**src/rtl/fp_operand_unpacker_pkg.sv**
```systemverilog
// Shared definitions for the floating-point operand unpacker: class codes,
// default field widths and packed-operand field positions.
package fp_operand_unpacker_pkg;

    localparam int unsigned EXP_W_DEF  = 5;
    localparam int unsigned FRAC_W_DEF = 5;
    localparam int          BIAS_DEF   = 15;

    // Fraction occupies the low bits of a packed operand {sign, exp, frac}.
    localparam int unsigned FRAC_LSB = 0;

    typedef enum logic [1:0] {
        CLS_NORM = 2'b00,
        CLS_ZERO = 2'b01,
        CLS_INF  = 2'b10,
        CLS_NAN  = 2'b11
    } fp_class_e;

    function automatic int unsigned sign_pos(input int unsigned exp_w,
                                             input int unsigned frac_w);
        return exp_w + frac_w;
    endfunction

    function automatic int unsigned exp_lsb(input int unsigned frac_w);
        return FRAC_LSB + frac_w;
    endfunction

    // Product class: NaN dominates (inf x zero is also NaN), then inf, then zero.
    function automatic fp_class_e combine_class(input fp_class_e cls_a,
                                                input fp_class_e cls_b);
        fp_class_e res;
        res = CLS_NORM;
        if (cls_a == CLS_NAN || cls_b == CLS_NAN ||
            (cls_a == CLS_INF && cls_b == CLS_ZERO) ||
            (cls_a == CLS_ZERO && cls_b == CLS_INF)) begin
            res = CLS_NAN;
        end else if (cls_a == CLS_INF || cls_b == CLS_INF) begin
            res = CLS_INF;
        end else if (cls_a == CLS_ZERO || cls_b == CLS_ZERO) begin
            res = CLS_ZERO;
        end
        return res;
    endfunction

endpackage

```
**src/rtl/fp_class_decode.sv**
```systemverilog
// Combinational decode of one packed operand into class, sign, exponent and
// mantissa with the hidden bit restored (mantissa is zero for non-normals).
module fp_class_decode
    import fp_operand_unpacker_pkg::*;
#(
    parameter int unsigned EXP_W  = EXP_W_DEF,
    parameter int unsigned FRAC_W = FRAC_W_DEF
) (
    input  logic [EXP_W+FRAC_W:0] op,
    output fp_class_e             cls,
    output logic                  sign,
    output logic [EXP_W-1:0]      exp_f,
    output logic [FRAC_W:0]       mant
);

    localparam int unsigned SignPos = sign_pos(EXP_W, FRAC_W);
    localparam int unsigned ExpLsb  = exp_lsb(FRAC_W);

    logic [FRAC_W-1:0] frac;

    assign sign  = op[SignPos];
    assign exp_f = op[ExpLsb +: EXP_W];
    assign frac  = op[FRAC_LSB +: FRAC_W];

    // Subnormals flush to zero: a zero exponent ignores the fraction.
    always_comb begin
        cls = CLS_NORM;
        if (exp_f == '0) begin
            cls = CLS_ZERO;
        end else if (&exp_f) begin
            cls = (frac == '0) ? CLS_INF : CLS_NAN;
        end
    end

    assign mant = (cls == CLS_NORM) ? {1'b1, frac} : '0;

endmodule

```
**src/rtl/fp_operand_unpacker.sv**
```systemverilog
// Two-stage stallable front end: S1 captures and classifies operands, S2 holds
// the combined class, product sign, biased exponent sum and masked mantissas.
module fp_operand_unpacker
    import fp_operand_unpacker_pkg::*;
#(
    parameter int unsigned EXP_W  = EXP_W_DEF,
    parameter int unsigned FRAC_W = FRAC_W_DEF,
    parameter int          BIAS   = BIAS_DEF
) (
    input  logic                      clk,
    input  logic                      rst_n,
    input  logic                      in_valid,
    output logic                      in_ready,
    input  logic [EXP_W+FRAC_W:0]     op_a,
    input  logic [EXP_W+FRAC_W:0]     op_b,
    input  logic [2:0]                prec_sel,
    output logic                      out_valid,
    input  logic                      out_ready,
    output logic [FRAC_W:0]           mA,
    output logic [FRAC_W:0]           mB,
    output logic [2:0]                SEL,
    output logic                      sign_c,
    output logic signed [EXP_W+1:0]   exp_c,
    output logic [1:0]                special
);

    localparam int unsigned OpW   = EXP_W + FRAC_W + 1;
    localparam logic [EXP_W+1:0] BiasW = BIAS[EXP_W+1:0];

    // Stage 1 state
    logic           s1_valid_q;
    logic [OpW-1:0] s1_op_a_q;
    logic [OpW-1:0] s1_op_b_q;
    logic [2:0]     s1_sel_q;

    // Stage 2 state
    logic                  s2_valid_q;
    logic [FRAC_W:0]       s2_ma_q;
    logic [FRAC_W:0]       s2_mb_q;
    logic [2:0]            s2_sel_q;
    logic                  s2_sign_q;
    logic [EXP_W+1:0]      s2_exp_q;
    logic [1:0]            s2_cls_q;

    logic s1_load;
    logic s2_adv;

    fp_class_e        cls_a, cls_b, cls_c;
    logic             sign_a, sign_b;
    logic [EXP_W-1:0] exp_a, exp_b;
    logic [FRAC_W:0]  mant_a, mant_b;

    logic [FRAC_W:0]  ma_d, mb_d;
    logic [EXP_W+1:0] exp_d;

    // Handshake: in_ready depends on out_ready but never on in_valid.
    assign s2_adv   = s1_valid_q & (~s2_valid_q | out_ready);
    assign in_ready = ~s1_valid_q | s2_adv;
    assign s1_load  = in_valid & in_ready;

    always_ff @(posedge clk or negedge rst_n) begin
        if (!rst_n) begin
            s1_valid_q <= 1'b0;
            s1_op_a_q  <= '0;
            s1_op_b_q  <= '0;
            s1_sel_q   <= '0;
        end else if (s1_load) begin
            s1_valid_q <= 1'b1;
            s1_op_a_q  <= op_a;
            s1_op_b_q  <= op_b;
            s1_sel_q   <= prec_sel;
        end else if (s2_adv) begin
            s1_valid_q <= 1'b0;
        end
    end

    fp_class_decode #(
        .EXP_W  (EXP_W),
        .FRAC_W (FRAC_W)
    ) u_dec_a (
        .op    (s1_op_a_q),
        .cls   (cls_a),
        .sign  (sign_a),
        .exp_f (exp_a),
        .mant  (mant_a)
    );

    fp_class_decode #(
        .EXP_W  (EXP_W),
        .FRAC_W (FRAC_W)
    ) u_dec_b (
        .op    (s1_op_b_q),
        .cls   (cls_b),
        .sign  (sign_b),
        .exp_f (exp_b),
        .mant  (mant_b)
    );

    // Exponent sum wraps in EXP_W+2 bits; rounding downstream handles range.
    always_comb begin
        cls_c = combine_class(cls_a, cls_b);
        ma_d  = '0;
        mb_d  = '0;
        exp_d = '0;
        if (cls_c == CLS_NORM) begin
            ma_d  = mant_a;
            mb_d  = mant_b;
            exp_d = {2'b00, exp_a} + {2'b00, exp_b} - BiasW;
        end
    end

    always_ff @(posedge clk or negedge rst_n) begin
        if (!rst_n) begin
            s2_valid_q <= 1'b0;
            s2_ma_q    <= '0;
            s2_mb_q    <= '0;
            s2_sel_q   <= '0;
            s2_sign_q  <= 1'b0;
            s2_exp_q   <= '0;
            s2_cls_q   <= '0;
        end else if (s2_adv) begin
            s2_valid_q <= 1'b1;
            s2_ma_q    <= ma_d;
            s2_mb_q    <= mb_d;
            s2_sel_q   <= s1_sel_q;
            s2_sign_q  <= sign_a ^ sign_b;
            s2_exp_q   <= exp_d;
            s2_cls_q   <= cls_c;
        end else if (out_ready) begin
            s2_valid_q <= 1'b0;
        end
    end

    assign out_valid = s2_valid_q;
    assign mA        = s2_ma_q;
    assign mB        = s2_mb_q;
    assign SEL       = s2_sel_q;
    assign sign_c    = s2_sign_q;
    assign exp_c     = s2_exp_q;
    assign special   = s2_cls_q;

endmodule

```
**config.mk**
```make
export PLATFORM = sky130hd
export DESIGN_NAME = fp_operand_unpacker
export DESIGN_NICKNAME = d
export VERILOG_FILES = /design/src/rtl/fp_operand_unpacker_pkg.sv /design/src/rtl/fp_class_decode.sv /design/src/rtl/fp_operand_unpacker.sv
export SDC_FILE = /design/constraint.sdc
export NUM_CORES = 1
export LEC_CHECK = 0
export ABC_AREA = 0
export CELL_PAD_IN_SITES_DETAIL_PLACEMENT = 1
export CELL_PAD_IN_SITES_GLOBAL_PLACEMENT = 1
export CORE_MARGIN = 1
export CORE_UTILIZATION = 53
export DETAILED_ROUTE_END_ITERATION = 6
export DONT_BUFFER_PORTS = 1
export GPL_ROUTABILITY_DRIVEN = 1
export GPL_TIMING_DRIVEN = 0
export PLACE_DENSITY_LB_ADDON = 0.3
export SYNTH_ARGS = -nofsm -noshare
export SYNTH_HDL_FRONTEND = slang
export SYNTH_SLANG_ARGS = --single-unit
```
**constraint.sdc**
```tcl
create_clock -name clk -period 5.2 [get_ports clk]
set_input_delay 0.78 -clock clk [delete_from_list [all_inputs] [get_ports clk]]
set_output_delay 0.78 -clock clk [all_outputs]
set_load 0.005 [all_outputs]
```
==> impl_metrics.tcl <==
set metrics [dict create \
    synth_cells 166 \
    synth_flop_cell "dfrtp_1" \
    final_max_slew_viol_count 0 \
    port_buffers 0 \
    cp_cell_sequence "ha_1, ha_1, inv_1, fa_1, nand2b_1, a21oi_1, xor2_1, a22o_1" \
    fp-row-count 23 \
    place.gp.congestion 0.785 \
    cts-hold-fix-buffers 0 \
    cts_root_buf "clkbuf_8" \
    r2r-start "s1_op_b_q[6]" \
    ios 56 \
    grt_pass1_vias 1471 \
    clkTransAtPathRegs_ns 0.10 \
    dr.first_iter.drc_count 52 \
    clockBufferDepth 2 \
    crit_path_top_delay_cell "dfrtp_1" \
    r2r_cells 8 \
    crit_arrival_ns 2.28 \
    synth_edf_count 0 \
    yosys_warnings 0 \
    cp.required_ns 5.41 \
    drive_gt1_frac 0.172 \
    cpMostUsedCell "ha_1" \
    ys_async_sr_fraction 1.00 \
    avgViaCountPerCell 5.93 \
    wire_per_inst_um 19.8 \
    maxCapViolations 0 \
    r2r_end "exp_c[5]" \
    hold_viol_final 0 \
    initial_utilization 0.561 \
    end_kind "flop" \
    synthXorXnorAreaFrac 0.0115 \
    die-area_mm2 0.00456 \
    ys_seq_area_frac 0.571 \
    syn-num-nets 205 \
    synth_compound_area_frac 0.0995 \
    ir_drop_mv 0.244 \
    nNetsFinal 212 \
    period_share 0.398 \
    first_pass_iters 3 \
    synth_cell_types 30 \
    fill_cells 397 \
    grt_first_pass_wirelength_um 7070 \
    dpl.hpwl_um 3380 \
    finalSetupTns_ns 0 \
    setup_viol 0 \
    endpoint "exp_c[5]" \
    gr-usage-met1 0.250 \
    grt_util_met3 0.0777 \
    crit_type "flop to flop" \
    numCtsBuffers 5 \
    slew_headroom 0.560 \
    outcome "complete, no violations" \
    rrSetupSlack_ns 3.13 \
    vias 1329 \
    core_region_area_mm2 0.00406 \
    worst_slew_pin_slew_ns 0.655 \
    die_w_um 67.6 \
    wirelength_um 4440 \
    worstPathMaxFanout 4 \
    synthMuxAreaShare 0.138 \
    areaGrowthSynthToFinish_pct 6.70 \
    pwr_density_cell_mw_per_mm2 413 \
    grt_overflow_total 0 \
    htree_levels 2 \
    total_power_mw 1.00 \
    drc_errors 0 \
    grtUsageMet2 0.371 \
    fin_crit_ns 2.07 \
    start_kind "flop" \
    rsz0062_at_grt "false" \
    ys_seq_elements 52 \
    postRouteAntennaNets 0 \
    ctsResizeCount 0 \
    leakage_nw 1.10 \
    crit_start "s1_op_b_q[6]" \
    grt.busiest_layer "met2" \
    synthAdderAreaFrac 0.0582 \
    antenna_found_initial 0 \
    finClkSkew_ns 0.0152 \
    grt_max_degree 53 \
    synth_simple_gate_area_frac 0.0824 \
    cts_tree "yes" \
    syn_area_mm2 0.00228 \
    critPathMaxStageDelay_ns 0.44 \
    antenna_cells 0 \
    synth_top_family_by_area "multiplexers" \
    fmax_mhz 484 \
    chipHeight_um 67.6 \
    grt.total_usage 0.219 \
    hp-class "input pin to async pin" \
    cts_setup_buffers 0 \
    clk-insertion-delay-late_ns 0.32 \
    avgSynthCellArea_um2 13.7 \
    cts.sinks 52 \
]
## cell usage in the layout, fill, tap and decap left out, drive strengths merged
cell and n:
nand3b 1, ha 9, buf 4, nor4 1, inv 12, clkinv 1, a21oi 6, or4 2
o22ai 1, xnor2 2, dfrtp 52, a32o 2, clkinvlp 1, nor2 7, xor2 1, nand4 2
fa 1, nand2 6, nor2b 1, o21ai 2, nor3 2, a21o 3, mux2 28, clkbuf 6
a22o 15, nand2b 6
## layer usage
metal  wire length (µm)  up-vias
met1               1790      677
li1                   -      601
met3                319       10
met5                  0        -
met2               2260       41
met4                 70        0
## cell type report
type,count,area (µm²),area share
clock buffer,5,68.8,0.0283
tap,50,62.6,0.0257
clock inverter,3,21.3,0.00875
sequential,52,1300,0.536
buffer,5,46.3,0.0191
inverter,11,41.3,0.0170
multi-input combinational,98,888,0.366
## how the worst min path moves through the flow
stage / slack [ns] / to / depth (start not counted)
floorplan: 0.46 / s1_sel_q[0] / 1
global placement: 0.47 / s1_sel_q[2] / 1
detailed placement: 0.48 / s1_sel_q[0] / 1
CTS: 0.13 / mA[2] / 0
global route: 0.13 / mA[2] / 0
finish: 0.15 / mA[2] / 0
## cell families (layout without fill, tap and decap cells)
family	after synthesis	after routing
xor+xnor	3	3
buf+inv	16	24
fa+ha+maj	10	10
compound gates	29	29
simple gates	28	28
mux	28	28
flops	52	52
## Yosys cell counts, drive strengths merged (3+ instances only)
master,count,area (µm²)
ha,9,113
inv,11,41.3
a22o,15,131
nand2b,6,40.0
nor2,7,41.3
a21o,3,22.5
nand2,6,30.0
a21oi,6,30.0
mux2,28,315
buf,4,32.5
dfrtp,52,1300
## critical path: cells and delay by family (launching register included)
| kind | cells | cell delay, ns |
|---|---|---|
| xor+xnor | 1 | 0.08 |
| flops | 1 | 0.44 |
| compound gates | 2 | 0.35 |
| buf+inv | 1 | 0.06 |
| simple gates | 1 | 0.19 |
| fa+ha+maj | 3 | 0.84 |
## sequential cells by signal, summed over array words and instances (netlist names)
| register | count |
|---|---|
| out_valid | 1 |
| exp_c | 7 |
| s1_op_a_q | 11 |
| special | 2 |
| sign_c | 1 |
| s1_op_b_q | 11 |
| SEL | 3 |
| mA | 6 |
| mB | 6 |
| s1_valid_q | 1 |
| s1_sel_q | 3 |
## power breakdown
| group | internal [mW] | switching, mW | total (mW) | leakage (nW) |
|---|---|---|---|---|
| Sequential | 0.491 | 0.0728 | 0.563 | 0.621 |
| Combinational | 0.112 | 0.0968 | 0.209 | 0.435 |
| Clock | 0.0956 | 0.136 | 0.231 | 0.0445 |
## metrics by stage
stage          hold WS [ns]  utilization  worst slack (ns)  instance area [µm²]  cells
3_5_place_dp          0.482        0.577              3.05                 2340    216
3_3_place_gp          0.470        0.577              3.09                 2340    216
2_1_floorplan         0.460            -              3.29                 2280    166
4_1_cts               0.132        0.599              3.12                 2430    224
6_report              0.146        0.599              3.13                 2430    224
5_1_grt               0.129        0.599              3.02                 2430    224
No activity file was read; power rests on OpenSTA's default activity.
